==> config.mk <==
export PLATFORM = sky130hd
export DESIGN_NAME = ecc_25_enc_stream
export DESIGN_NICKNAME = d
export VERILOG_FILES = /design/src/rtl/ecc_25_enc_stream.sv
export SDC_FILE = /design/constraint.sdc
export NUM_CORES = 1
export LEC_CHECK = 0
export ABC_AREA = 1
export ABC_CLOCK_PERIOD_IN_PS = 7400
export BUFFER_PORTS_ARGS = -buffer_cell sky130_fd_sc_hd__buf_2
export CAP_MARGIN = 20
export CORE_ASPECT_RATIO = 0.5
export CORE_UTILIZATION = 30
export DETAILED_ROUTE_END_ITERATION = 8
export PLACE_DENSITY_LB_ADDON = 0.25
export SLEW_MARGIN = 15
export SYNTH_ARGS = -nofsm -noshare
export SYNTH_HDL_FRONTEND = slang
export SYNTH_SLANG_ARGS = --single-unit
==> constraint.sdc <==
create_clock -name clk -period 7.4 [get_ports clk]
set_input_delay 0.37 -clock clk [delete_from_list [all_inputs] [get_ports clk]]
set_output_delay 0.37 -clock clk [all_outputs]
set_load 0.02 [all_outputs]
==> src/rtl/ecc_25_enc_stream.sv <==
`timescale 1ns/1ps
// ----------------------------------------------------------------------------
// ecc_25_enc_stream
//
// Streaming SECDED encoder for 25-bit words on the write side of the
// ECC-protected FIFO path. Each accepted word gets a 6-bit Hamming/SECDED
// parity. Data and parity pass through a two-entry skid buffer (output
// register plus skid register) so that in_ready is driven straight from a flop.
//
// An optional one-shot error injector flips one or two codeword bits of the
// next accepted word. It lets the read-side checker be exercised in system.
// The injector is built only when the macro ECC25_ERR_INJ_EN is defined.
// Without the macro, the injector ports stay in place and have no effect.
//
// Codeword bit index: 0..24 = d0..d24, 25..30 = p0..p5.
//
// Ports
//   clk          clock, rising edge
//   rst_n        synchronous active-low reset
//   in_valid     input word valid
//   in_ready     input can accept (registered: skid register empty)
//   in_data      25-bit input word
//   out_valid    output word valid
//   out_ready    downstream accepts
//   out_data     stored data, possibly with injected flips
//   out_parity   parity of the pre-injection data, possibly with injected flips
//   inj_req      request one injection (sampled while idle)
//   inj_dbl      0 = single-bit flip, 1 = double-bit flip
//   inj_pos      first codeword bit to flip (31 = none)
//   inj_busy     injector armed
//   inj_done     one-cycle pulse after the injected word's input handshake
//   word_cnt     saturating count of output handshakes
// ----------------------------------------------------------------------------
module ecc_25_enc_stream #(
    parameter int DATA_WIDTH   = 25,
    parameter int PARITY_WIDTH = 6,
    parameter int CNT_WIDTH    = 16
) (
    input  logic                    clk,
    input  logic                    rst_n,
    input  logic                    in_valid,
    output logic                    in_ready,
    input  logic [DATA_WIDTH-1:0]   in_data,
    output logic                    out_valid,
    input  logic                    out_ready,
    output logic [DATA_WIDTH-1:0]   out_data,
    output logic [PARITY_WIDTH-1:0] out_parity,
    input  logic                    inj_req,
    input  logic                    inj_dbl,
    input  logic [4:0]              inj_pos,
    output logic                    inj_busy,
    output logic                    inj_done,
    output logic [CNT_WIDTH-1:0]    word_cnt
);

    localparam int CW_WIDTH = DATA_WIDTH + PARITY_WIDTH;

    // Data-bit coverage of each parity bit.
    localparam logic [24:0] P0_MASK = 25'h0AAAD5B;
    localparam logic [24:0] P1_MASK = 25'h133366D;
    localparam logic [24:0] P2_MASK = 25'h1C3C78E;
    localparam logic [24:0] P3_MASK = 25'h1FC07F0;
    localparam logic [24:0] P4_MASK = 25'h1FFF800;
    localparam logic [24:0] P5_MASK = 25'h1A65CB7;

    logic [PARITY_WIDTH-1:0] parity;
    logic [CW_WIDTH-1:0]     flip_mask;
    logic [CW_WIDTH-1:0]     in_cw;
    logic [CW_WIDTH-1:0]     out_q;
    logic [CW_WIDTH-1:0]     skid_q;
    logic                    out_valid_q;
    logic                    skid_valid_q;
    logic                    in_hs;
    logic                    out_hs;

    assign in_hs  = in_valid & in_ready;
    assign out_hs = out_valid_q & out_ready;

    always_comb begin
        parity[0] = ^(in_data & P0_MASK);
        parity[1] = ^(in_data & P1_MASK);
        parity[2] = ^(in_data & P2_MASK);
        parity[3] = ^(in_data & P3_MASK);
        parity[4] = ^(in_data & P4_MASK);
        parity[5] = ^(in_data & P5_MASK);
    end

    // Parity always comes from the clean word. Flips are applied afterwards.
    assign in_cw = {parity, in_data} ^ flip_mask;

`ifdef ECC25_ERR_INJ_EN
    typedef enum logic {IDLE, ARMED} inj_state_t;

    inj_state_t  state_q, state_d;
    logic        dbl_q;
    logic [4:0]  pos_q;
    logic        done_q;
    logic [4:0]  pos_next;
    logic [31:0] first_bit;
    logic [31:0] second_bit;

    // NOTE: sequential state uses non-blocking assignments only, so every flop
    // samples pre-edge values regardless of block evaluation order.
    always_ff @(posedge clk) begin
        if (!rst_n) begin
            state_q <= IDLE;
            done_q  <= 1'b0;
        end else begin
            state_q <= state_d;
            done_q  <= (state_q == ARMED) && in_hs;
        end
    end

    // The request fields only matter while ARMED, and entry into ARMED always
    // reloads them, so they carry no reset.
    always_ff @(posedge clk) begin
        if (state_q == IDLE && inj_req) begin
            dbl_q <= inj_dbl;
            pos_q <= inj_pos;
        end
    end

    // NOTE: every always_comb output gets a default first, so no path can
    // leave it unassigned and infer a latch.
    always_comb begin
        state_d = state_q;
        case (state_q)
            IDLE:    if (inj_req) state_d = ARMED;
            ARMED:   if (in_hs)   state_d = IDLE;
            default: state_d = IDLE;
        endcase
    end

    // The second flip wraps 30 -> 0. When the first position is 31 (no flip),
    // double mode lands on bit 0 as well.
    always_comb begin
        pos_next   = (pos_q >= 5'd30) ? 5'd0 : pos_q + 5'd1;
        first_bit  = 32'd1 << pos_q;
        second_bit = dbl_q ? (32'd1 << pos_next) : 32'd0;
        flip_mask  = '0;
        if (state_q == ARMED) begin
            flip_mask = first_bit[CW_WIDTH-1:0] ^ second_bit[CW_WIDTH-1:0];
        end
    end

    assign inj_busy = (state_q == ARMED);
    assign inj_done = done_q;
`else
    logic unused_inj;
    assign unused_inj = ^{inj_req, inj_dbl, inj_pos};
    assign flip_mask  = '0;
    assign inj_busy   = 1'b0;
    assign inj_done   = 1'b0;
`endif

    // Skid buffer. While the output register is empty or draining, it reloads,
    // taking the skid entry first to keep FIFO order. While it is stalled, a
    // new word parks in the skid register. in_ready is low whenever the skid
    // register is full, so the two can never be loaded in the same cycle.
    always_ff @(posedge clk) begin
        if (!rst_n) begin
            out_valid_q  <= 1'b0;
            skid_valid_q <= 1'b0;
            out_q        <= '0;
        end else if (!out_valid_q || out_ready) begin
            if (skid_valid_q) begin
                out_q        <= skid_q;
                out_valid_q  <= 1'b1;
                skid_valid_q <= 1'b0;
            end else begin
                out_valid_q <= in_hs;
                if (in_hs) out_q <= in_cw;
            end
        end else if (in_hs) begin
            skid_valid_q <= 1'b1;
        end
    end

    // NOTE: the skid payload has no reset. Its valid flag alone decides whether
    // it is read, so clearing the flag discards the entry.
    always_ff @(posedge clk) begin
        if (out_valid_q && !out_ready && in_hs) skid_q <= in_cw;
    end

    always_ff @(posedge clk) begin
        if (!rst_n) begin
            word_cnt <= '0;
        end else if (out_hs && word_cnt != {CNT_WIDTH{1'b1}}) begin
            word_cnt <= word_cnt + 1'b1;
        end
    end

    assign in_ready   = ~skid_valid_q;
    assign out_valid  = out_valid_q;
    assign out_data   = out_q[DATA_WIDTH-1:0];
    assign out_parity = out_q[CW_WIDTH-1:DATA_WIDTH];

endmodule
==> implementation parameters <==
Parameter                              Value

Outcome
  Outcome    finished clean

Timing
  Final number of setup-violating endpoints    0
  Worst clock skew    10.5 ps
  RSZ-0062 raised after global routing    no
  Max-Slew Margin vs Limit    0.362
  Tcrit/Tclk final    0.325
  Max Freq    0.416 GHz
  Final Critical Period    2400 ps
  Number of max-slew violations in the final report    0
  Final-report hold violation count    0
  Least-Margin Pin Slew    954 ps
  Aggregate negative setup slack    0 ps

Floorplanning
  Starting density of the core    0.309
  Die Span X    169 um
  Core Rows    30
  Top Ports    87
  Die Footprint    14500 um2
  Height of the die    85.6 um
  Std-Cell Core Area    13600 um2

Clock network
  Sinks on the clock net    80
  Clock latency on the worst-skew pair    340 ps
  Post-CTS setup-driven buffer insertion count    0
  # resized after CTS    0
  Clock buffer count from CTS    9
  Clock Tree Buf Depth    2
  Clock tree from TritonCTS    done
  Count of hold buffers inserted by post-cts repair    0
  Root buf cell    clkbuf_16
  Clock transition time at the flip-flop clock pins of the worst setup and hold paths    60 ps
  CTS HTree Levels    3

Yosys
  Count of mapped cells out of synthesis    551
  Proportion of synthesized chip area in sequential cells    0.456
  Yosys warns    0
  Post-synth cell types    31
  Synthesized area divided by synthesized cell count    7.61 um2
  Number of synthesized register bits    80
  Post-synthesis cell area    4200 um2

Finish
  Final net count    654
  Post-layout instance count excluding filler cells    814
  Layout overhead on the synthesized area    19.7%
  Share of layout cells above drive strength 1    0.199
  Commonest non-fill, non-tap cell in the layout    nand2_1
  Most used cells in the layout excluding fill and tap cells    186 x nand2_1, 77 x buf_2, 49 x dfxtp_1
  Ant diodes    0

Placed design
  PortBufs    77
  Post-DP HPWL    6710 um
  Final GP Congestion    0.779
  Placed Cells    798

Critical path
  Worst-path fanout max    51
  Critical Path Start Type    flip-flop
  Worst r2r dst    out_q[28]$_SDFFE_PN0P_
  R2R Setup Slk    5000 ps
  Startpoint-to-endpoint class of the critical path    reg -> reg
  Number of cell instances on the worst register-to-register path    7
  Crit path required time    7660 ps
  FF-to-FF Start    skid_valid_q$_SDFFE_PP0N_
  Data arrival time of the worst path    2660 ps
  Critical Path Sink Type    flip-flop

Routing
  Length of routed wiring on met1    4890 um
  Via-per-instance ratio    4.38
  Routed wire length    9480 um
  Violation count after the first detailed-route iteration    239
  Routed vias    3565
  Met2 routed WL    4060 um
  Met3 WL post-DR    435 um
  Antenna-violating nets left    0
  Drc violations    0
  Top Layer Used    met4
  Detailed-route wire length per cell    11.6 um
  Detailed-router iteration count before antenna repair    4

Global route
  Leftover overflow at the end of global routing    0
  Maximum number of pins on one net before global-route repair    52
  Vias in the first global route    3331
  First-pass GRT wire length    16000 um
  Number of antenna violations at the first check in global routing    0
  Total routing resource utilization after global routing    0.139

Power
  Power density cells    226 nW/um2
  Leakage Power    2.28 nW
  Power, Total    0.00114 W
  Peak supply drop    0.000141 V

Worst hold path
  Worst hold path startpoint    in_data[20]
  Worst min path class    in -> reg
  Worst Hold Path Cells    1
  Worst Hold Path EP    skid_q[20]$_DFFE_PP_

Run
  Count of max-cap constraint violations    0
-- kinds of logic (layout without fill, tap and decap cells) --
group,after synthesis,in the layout,share of synthesized area
AOI/OAI and AO/OA,78,78,0.103
and+or+nand+nor,285,285,0.292
other,1,2,0.000894
buffers and inverters,75,145,0.0763
xor gates and xnor gates,31,31,0.0683
DFF,80,80,0.456
adders and majority gates,1,1,0.00298
-- worst max path at each step --
stage                                   start                     end  slack (ps)  cells past startpoint
CTS                 skid_valid_q$_SDFFE_PP0N_  out_q[29]$_SDFFE_PN0P_        4950                      7
floorplan           skid_valid_q$_SDFFE_PP0N_     skid_q[0]$_DFFE_PP_        4650                      5
detailed placement  skid_valid_q$_SDFFE_PP0N_  out_q[28]$_SDFFE_PN0P_        4960                      7
global route        skid_valid_q$_SDFFE_PP0N_  out_q[28]$_SDFFE_PN0P_        4630                      7
global placement    skid_valid_q$_SDFFE_PP0N_  out_q[26]$_SDFFE_PN0P_        4930                      7
finish              skid_valid_q$_SDFFE_PP0N_  out_q[28]$_SDFFE_PN0P_        5000                      7
-- per-stage QoR --
| stage | cell area (um2) | util | hold slack (ps) | worst slack, ps |
|---|---|---|---|---|
| finish | 5020 | 0.370 | 279 | 5000 |
| global route | 5020 | 0.370 | 282 | 4630 |
| CTS | 5020 | 0.370 | 270 | 4950 |
| detailed placement | 4720 | 0.347 | 459 | 4960 |
| global placement | 4720 | 0.347 | 454 | 4930 |
| floorplan | 4200 | - | 469 | 4650 |
-- power by group --
part	switching, W	internal [W]	leakage [nW]
logic	0.000129	0.0000677	1.44
registers	0.00000886	0.000482	0.685
clock network	0.000180	0.000269	0.150
-- cell usage after synthesis (all sizes together) --
master	count	area (um2)
nand4	4	25.0
nand3	39	220
ha	1	12.5
buf	12	81.3
conb	1	3.75
a21oi	18	101
nand3b	2	15.0
nor2	34	130
nor3	7	40.0
xnor2	14	123
o21ai	34	170
xor2	17	164
inv	49	184
a31oi	26	163
clkbuf	14	55.1
nand2	198	783
dfxtp	49	981
edfxtp	31	931
nor4	1	12.5
-- area by class of cell --
type                            instances  area [um2]
Sequential cell                        80        1910
Inverter                               49         184
Multi-Input combinational cell        397        1970
Tap cell                              192         240
Fill cell                            1451        8560
Clock inverter                          3        22.5
Timing Repair Buffer                   80         408
Clock buffer                           13         283
-- flip-flops by register name, indices dropped and copies added, names as in the netlist --
name          cells
skid_q           31
skid_valid_q      1
word_cnt         16
out_valid         1
out_q            31
-- layer usage --
metal / vias up / global-route usage
met5: - / 0
met4: 0 / 0.0483
met3: 9 / 0.0346
met2: 72 / 0.223
met1: 1571 / 0.183
li1: 1913 / -
-- worst max-delay path, cell delays in order, from the launching register on --
cell	delay [ps]
dfxtp_1	300
buf_4	300
nor2_1	160
nor2_4	770
inv_1	410
nor2_1	210
nand2_2	80
a21oi_2	100
(Power assumes the default switching activity.)
